**config.mk**
```make
export PLATFORM = sky130hd
export DESIGN_NAME = conv_loop_sequencer
export DESIGN_NICKNAME = d
export VERILOG_FILES = /design/src/rtl/conv_loop_sequencer.sv
export SDC_FILE = /design/constraint.sdc
export NUM_CORES = 1
export LEC_CHECK = 0
export CAP_MARGIN = 15
export CORE_MARGIN = 10
export CORE_UTILIZATION = 50
export DETAILED_ROUTE_END_ITERATION = 10
export PLACE_DENSITY = 0.76
export SETUP_SLACK_MARGIN = 0.4
export SYNTH_ARGS = -nofsm -noshare
export SYNTH_HDL_FRONTEND = slang
export SYNTH_SLANG_ARGS = --single-unit
```
**constraint.sdc**
```tcl
create_clock -name clk_i -period 10.35 [get_ports clk_i]
set_input_delay 2.07 -clock clk_i [delete_from_list [all_inputs] [get_ports clk_i]]
set_output_delay 2.07 -clock clk_i [all_outputs]
set_load 0.01 [all_outputs]
```
**src/rtl/conv_loop_sequencer.sv**
```systemverilog
// Loop-nest sequencer for binary convolution: emits one (oci, ico, wj, wi, j, i)
// index tuple per accepted beat, flags the last beat of each output pixel, pulses done at layer end.
module conv_loop_sequencer #(
    parameter int unsigned KS = 3
) (
    input  logic        clk_i,
    input  logic        rst_i,
    input  logic        start_i,
    input  logic [31:0] iw_i,
    input  logic [31:0] ih_i,
    input  logic [31:0] ic_i,
    input  logic [31:0] oc_i,
    input  logic        ready_i,
    output logic        valid_o,
    output logic [31:0] oci_o,
    output logic [31:0] ico_o,
    output logic [31:0] wj_o,
    output logic [31:0] wi_o,
    output logic [31:0] j_o,
    output logic [31:0] i_o,
    output logic        acc_last_o,
    output logic        busy_o,
    output logic        done_o,
    output logic        error_o
);

    localparam logic [31:0] KS_W  = 32'(KS);
    localparam logic [31:0] KS_M1 = 32'(KS - 1);

    typedef enum logic [1:0] {
        ST_IDLE,
        ST_RUN,
        ST_DONE
    } state_t;

    state_t      r_state;
    state_t      w_next;

    logic [31:0] r_ow, r_oh, r_icw, r_oc;
    logic        r_err;
    logic [31:0] r_oci, r_ico, r_wj, r_wi, r_j, r_i;

    logic w_cfg_bad, w_fire;
    logic w_wi_max, w_wj_max, w_ico_max, w_i_max, w_j_max, w_oci_max, w_last;

    assign w_cfg_bad = (iw_i < KS_W) || (ih_i < KS_W) || (ic_i < 32'd32) || (oc_i == '0);
    assign w_fire    = (r_state == ST_RUN) && ready_i;

    assign w_wi_max  = (r_wi  == KS_M1);
    assign w_wj_max  = (r_wj  == KS_M1);
    assign w_ico_max = (r_ico == r_icw - 32'd1);
    assign w_i_max   = (r_i   == r_ow  - 32'd1);
    assign w_j_max   = (r_j   == r_oh  - 32'd1);
    assign w_oci_max = (r_oci == r_oc  - 32'd1);
    assign w_last    = w_wi_max && w_wj_max && w_ico_max && w_i_max && w_j_max && w_oci_max;

    always_comb begin
        w_next = r_state;
        case (r_state)
            ST_IDLE: if (start_i) w_next = w_cfg_bad ? ST_DONE : ST_RUN;
            ST_RUN:  if (w_fire && w_last) w_next = ST_DONE;
            ST_DONE: w_next = ST_IDLE;
            default: w_next = ST_IDLE;
        endcase
    end

    always_ff @(posedge clk_i) begin
        if (rst_i) begin
            r_state <= ST_IDLE;
            r_ow    <= '0;
            r_oh    <= '0;
            r_icw   <= '0;
            r_oc    <= '0;
            r_err   <= 1'b0;
            r_oci   <= '0;
            r_ico   <= '0;
            r_wj    <= '0;
            r_wi    <= '0;
            r_j     <= '0;
            r_i     <= '0;
        end else begin
            r_state <= w_next;
            if ((r_state == ST_IDLE) && start_i) begin
                r_ow  <= iw_i - KS_W + 32'd1;
                r_oh  <= ih_i - KS_W + 32'd1;
                r_icw <= {5'd0, ic_i[31:5]};
                r_oc  <= oc_i;
                r_err <= w_cfg_bad;
            end
            // Odometer: each level wraps and carries only when every inner level wraps;
            // the final handshake wraps all six, leaving the counters at zero.
            if (w_fire) begin
                r_wi <= w_wi_max ? '0 : r_wi + 32'd1;
                if (w_wi_max) begin
                    r_wj <= w_wj_max ? '0 : r_wj + 32'd1;
                    if (w_wj_max) begin
                        r_ico <= w_ico_max ? '0 : r_ico + 32'd1;
                        if (w_ico_max) begin
                            r_i <= w_i_max ? '0 : r_i + 32'd1;
                            if (w_i_max) begin
                                r_j <= w_j_max ? '0 : r_j + 32'd1;
                                if (w_j_max) begin
                                    r_oci <= w_oci_max ? '0 : r_oci + 32'd1;
                                end
                            end
                        end
                    end
                end
            end
        end
    end

    assign valid_o    = (r_state == ST_RUN);
    assign busy_o     = (r_state == ST_RUN);
    assign done_o     = (r_state == ST_DONE);
    assign error_o    = (r_state == ST_DONE) && r_err;
    assign acc_last_o = (r_state == ST_RUN) && w_ico_max && w_wj_max && w_wi_max;
    assign oci_o      = r_oci;
    assign ico_o      = r_ico;
    assign wj_o       = r_wj;
    assign wi_o       = r_wi;
    assign j_o        = r_j;
    assign i_o        = r_i;

endmodule

```
======== Word level (Yosys, flattened, before mapping) ========
Index checks and enable logic that the tools add are counted.
cells by class
  equal/unequal tests ..................... 10
  order comparisons ....................... 3
  $add $sub $neg .......................... 14
  mux-type cells .......................... 10
  reduce and logical (&&, ||, !) cells .... 23
operators with widths
  kind                                                 number
  adder 32 x 1 -> 32 bit, second input constant        8
  two-way mux 32 bit                                   6
  == test 32 bit                                       4
  subtractor 32 x 1 -> 32 bit, second input constant   3
  == test 32 x 2 -> 1 bit, second input constant       2
  < comparator 32 x 2 -> 1 bit, second input constant  2
  subtractor 32 x 2 -> 32 bit, second input constant   2
  logical NOT 32 bit                                   1
  < comparator 32 x 6 -> 1 bit, second input constant  1
  subtractor 27 x 1 -> 28 bit, second input constant   1
  logical AND 1 bit                                    12
  two-way mux 2 bit                                    3
  AND reduction 6 bit                                  1
  AND reduction 5 bit                                  1
  one-hot mux 2 bit (2 select lines)                   1
  AND reduction 2 bit                                  2
  AND reduction 4 bit                                  1
  logical OR 1 bit                                     3
  AND reduction 3 bit                                  1
  == test 2 x 1 -> 1 bit, second input constant        1
  == test 2 bit, second input constant                 1
  logical NOT 2 bit                                    1
  != test 2 x 1 -> 1 bit, second input constant        1
  != test 2 bit, second input constant                 1
storage, ports and cells
  input port bits ......................... 132
  register bits ........................... 318

======== Longest topological paths before layout ========
  depth after elaboration ................. 9
  gate-level depth with buffers ........... 16
  gate-level depth less buffers ........... 11

======== Least setup slack after synthesis ========
Ideal clock, no wire load.
  path kind ............................... register to output
  from .................................... register r_icw[17]
  to ...................................... output acc_last_o
  arrival time ............................ 2588 ps
  required time ........................... 8280 ps
  buffers on the path ..................... 1
  setup slack ............................. 5692 ps
  stages on the path, launching flop included .. 9
  path through ............................ dfxtp_1 buf_4 or4_4 or4_4 a2111oi_0 mux2_2 and3_1 and4_1 and4_1
on the way
  word-level cells in the longest chain between the ends .. 5
RTL lines
  item                            line  text
  from (decl)                     39    logic [31:0] r_ow, r_oh, r_icw, r_oc;
  from (signal assigned)          86    r_icw <= {5'd0, ic_i[31:5]};
  subtractor 27 x 1 -> 28 bit     51    assign w_ico_max = (r_ico == r_icw - 32'd1);
  == test 32 bit                  51
  logical AND 1 bit (3 in a row)  117   assign acc_last_o = (r_state == ST_RUN) && w_ico_max && w_wj_max && w_wi_max;
  to (decl)                       21    output logic acc_last_o,
Every way passes these cells.

======== Final worst setup path ========
  from .................................... register r_icw[0]
  to ...................................... output acc_last_o
Same word-level chain as after synthesis.

==> results.toml <==
[floorplanning]
die_x_um = 217
dieArea_mm2 = 0.0472
fp.coreArea_mm2 = 0.0386
rows = 72
io_pins = 329
initial_core_util_pct = 50.4
die_y_um = 217

[final_layout]
register_area_mm2 = 0.00637
area_growth_pct = 24.6
antenna-diode-count = 0
drive_above_1_share_pct = 5.05
multi_input_area_mm2 = 0.0123
fillers = 3434
nets = 2891

[synth]
ys_seq_area_share_pct = 32.8
synth_enable_flop_cells = 0
synth_top_area_share_pct = 32.8
synth_top_family_by_area = "simple AND/OR/NAND/NOR gates"
synth_adder_area_share_pct = 0.901
synth.cell_area_mm2 = 0.0194
yosys.area_share.simple_pct = 33.7
syn_area_per_cell_um2 = 7.75
synthFlopType = "dfxtp_1"
synth-seq-cells = 318
yosys.area_share.xor_xnor_pct = 12.0
async_reset_ff_share_pct = 0
synth_cell_type_count = 83
synth_cells = 2509
yosysWarnings = 0
yosys.area.top_type = "dfxtp_1"
synth_compound_area_share_pct = 15.9
synth_mux_area_share_pct = 0.843
ys_top_cells_by_area = "dfxtp_1 (33%), xor2_1 (6.2%), xnor2_1 (5.7%)"
syn_nets = 2655

[timing]
tns_ns = 0
final.setup.worst_slack_ns = 4.24
slew_violations = 0
slew-limit-headroom_pct = 28.0
skew_ns = 0.0239
setup_viol = 0
hold_ws_ns = 0.493
tightest_slew_ns = 1.06
grt_setup_unrepaired = "no"
fin_crit_ns = 6.11
fin_crit_sh_pct = 59.0
max_freq_mhz = 164
hold_viol_final = 0

[clock_network]
cts-root-buf = "clkbuf_16"
tritoncts = "done"
clk_path_buf_depth = 3
post_cts_buffers = 0
h-tree-depth = 2
insertion_delay_ns = 0.56
clkSinkCount = 318
holdBufCountCts = 0
cts.repair.resized = 0
cts_buffers = 38
clk_pin_slew_ns = 0.06

[critical_path]
cp_top_family = "simple AND/OR/NAND/NOR gates"
crit_slowest_cell = "nor3b_1"
crit_fanout = 6
cp_cell_sequence = "inv_1 -> ha_1 -> nor3b_1 -> nand3_1 -> nor3_1 -> a21oi_1 -> a221oi_2 -> and4_1 -> and4_1 -> clkdlybuf4s50_1"
cp.arrival_ns = 4.04
path_depth = 10
start_kind = "flop"
r2r_cells = 11
crit_required_ns = 8.28
path_buf_inv = 2
cp-end-kind = "output pin"
max_stage_delay_ns = 0.64
path_common_cell = "and4_1"
path_class = "reg2out"

[drt]
vias = 19900
drt-initial-drc-count = 1851
wl_per_cell_um = 19.4
drtAntennaViolNets = 0
vias_per_cell = 6.04
wl_um = 63900
drtPass1Iterations = 5
drc = 0

[placement]
hpwl_um = 48300
place.gp.congestion = 0.943
place_ws_ns = 4.25
port_buffers = 323

[grt]
grtUsageTotal_pct = 25.7
antenna_found_initial = 1
grt_max_degree = 113
grt_pass1_vias = 18600
overflow = 0
grt_first_pass_wirelength_um = 101000

[pwr]
power_density_mw_per_mm2 = 137
leakagePower_uw = 0.00809
peakVddDrop_v = 0.0000947

[flow_run]
maxCapViolations = 0

[min_path]
min_delay_path_depth = 2
hold_class = "reg2reg"

[run_status]
status = "finished, final reports clean"
[cell usage in the layout (no fill, tap or decap), drive strengths merged, types with 8 or more instances in the layout]
master / n
a211o: 10
a211oi: 60
a21oi: 175
a311oi: 16
a31o: 9
a31oi: 16
and2: 20
and3: 49
and4: 25
buf: 13
clkbuf: 52
clkdlybuf4s50: 322
dfxtp: 318
ha: 14
inv: 53
mux2i: 13
nand2: 275
nand2b: 21
nand3: 84
nand3b: 12
nand4: 76
nor2: 245
nor2b: 22
nor3: 88
nor4: 90
nor4b: 12
o21a: 8
o21ai: 86
o31ai: 44
or2: 13
or3: 82
or3b: 9
or4: 65
xnor2: 126
xor2: 137
[where the power goes]
group	total [uW]	switching (uW)	leakage (uW)	internal, uW
registers	1330	70.1	0.00259	1260
clock network	1460	537	0.000677	926
logic	512	289	0.00482	223
total	3310	896	0.00809	2410
[cell type report]
cell class | instances | area share (%)
Inverter | 53 | 0.821
Clock inverter | 15 | 1.10
Timing Repair Buffer | 335 | 13.7
Sequential cell | 318 | 26.3
Multi-Input combinational cell | 1999 | 50.8
Clock buffer | 52 | 4.60
Tap cell | 518 | 2.68
[per-stage QoR]
step           cell area (um2)  instances  util [%]  total power [uW]
6_report                 24200       3290      62.8              3310
5_1_grt                  24200       3290      62.8              3430
4_1_cts                  24200       3290      62.8              3320
3_5_place_dp             22800       3223      59.3              1860
3_3_place_gp             22800       3223      59.3              1850
2_1_floorplan            19400       2509         -              1700
[synth_stat cells, drive strengths merged (7+ instances only)]
master,n
and3,49
nor2b,22
nor4,90
dfxtp,318
o21ai,86
o31ai,44
xor2,137
o31a,7
nor3,88
or2,13
inv,53
nand3,84
nor2,245
buf,22
nand2b,21
or3b,9
xnor2,126
clkbuf,117
a211oi,60
a211o,10
nand3b,12
nand2,275
or4b,7
a31oi,16
a311oi,16
nand4b,7
ha,14
or4,65
mux2i,13
nor4b,12
or3,82
and4,25
nand4,76
a21oi,175
and2,20
a31o,9
o21a,8
[worst register-to-register path, cell delays in order (launching register included)]
cell	delay (ns)
dfxtp_1	0.40
inv_1	0.09
ha_1	0.29
nor4b_1	0.89
and4b_1	0.52
a31oi_1	0.15
o21ai_0	0.22
nand3_1	0.13
a2111oi_1	0.58
and2_1	0.44
a21o_1	0.89
o21ba_2	0.28
[final timing paths]
| check | slack [ns] | start | end |
|---|---|---|---|
| worst max register to register | 5.37 | r_oh[0]$_SDFFE_PP0P_ | j_o[13]$_SDFFE_PP0P_ |
| worst min-delay path | 0.49 | r_oc[31]$_SDFFE_PP0P_ | r_oc[31]$_SDFFE_PP0P_ |
| worst min register to register | 0.49 | r_oc[31]$_SDFFE_PP0P_ | r_oc[31]$_SDFFE_PP0P_ |
| worst max-delay path | 4.24 | r_icw[0]$_SDFFE_PP0P_ | acc_last_o |
[flip-flops by register name (all words and copies together), names as in the netlist]
register and count:
i_o 32, ico_o 32, j_o 32, oci_o 32, r_err 1, r_icw 27, r_oc 32, r_oh 32
r_ow 32, r_state 2, wi_o 32, wj_o 32
[layer usage]
| layer | up-vias | global-route usage (%) | share of wire [%] |
|---|---|---|---|
| met1 | 9484 | 32.5 | 43 |
| met2 | 644 | 43.4 | 48 |
| met5 | - | 0 | 0.031 |
| met3 | 98 | 4.55 | 6.4 |
| met4 | 2 | 8.18 | 2.5 |
| li1 | 9652 | - | - |
[kinds of logic (layout without fill, tap and decap cells)]
kind of cell	after synthesis	after routing
AND/OR/NAND/NOR	1220	1220
AO/OA/AOI/OAI	485	485
flip-flops	318	318
XOR/XNOR	264	264
buffers and inverters	192	455
multiplexers	16	16
adder cells (fa/ha/maj)	14	14
No activity file was read; power rests on OpenSTA's default activity.
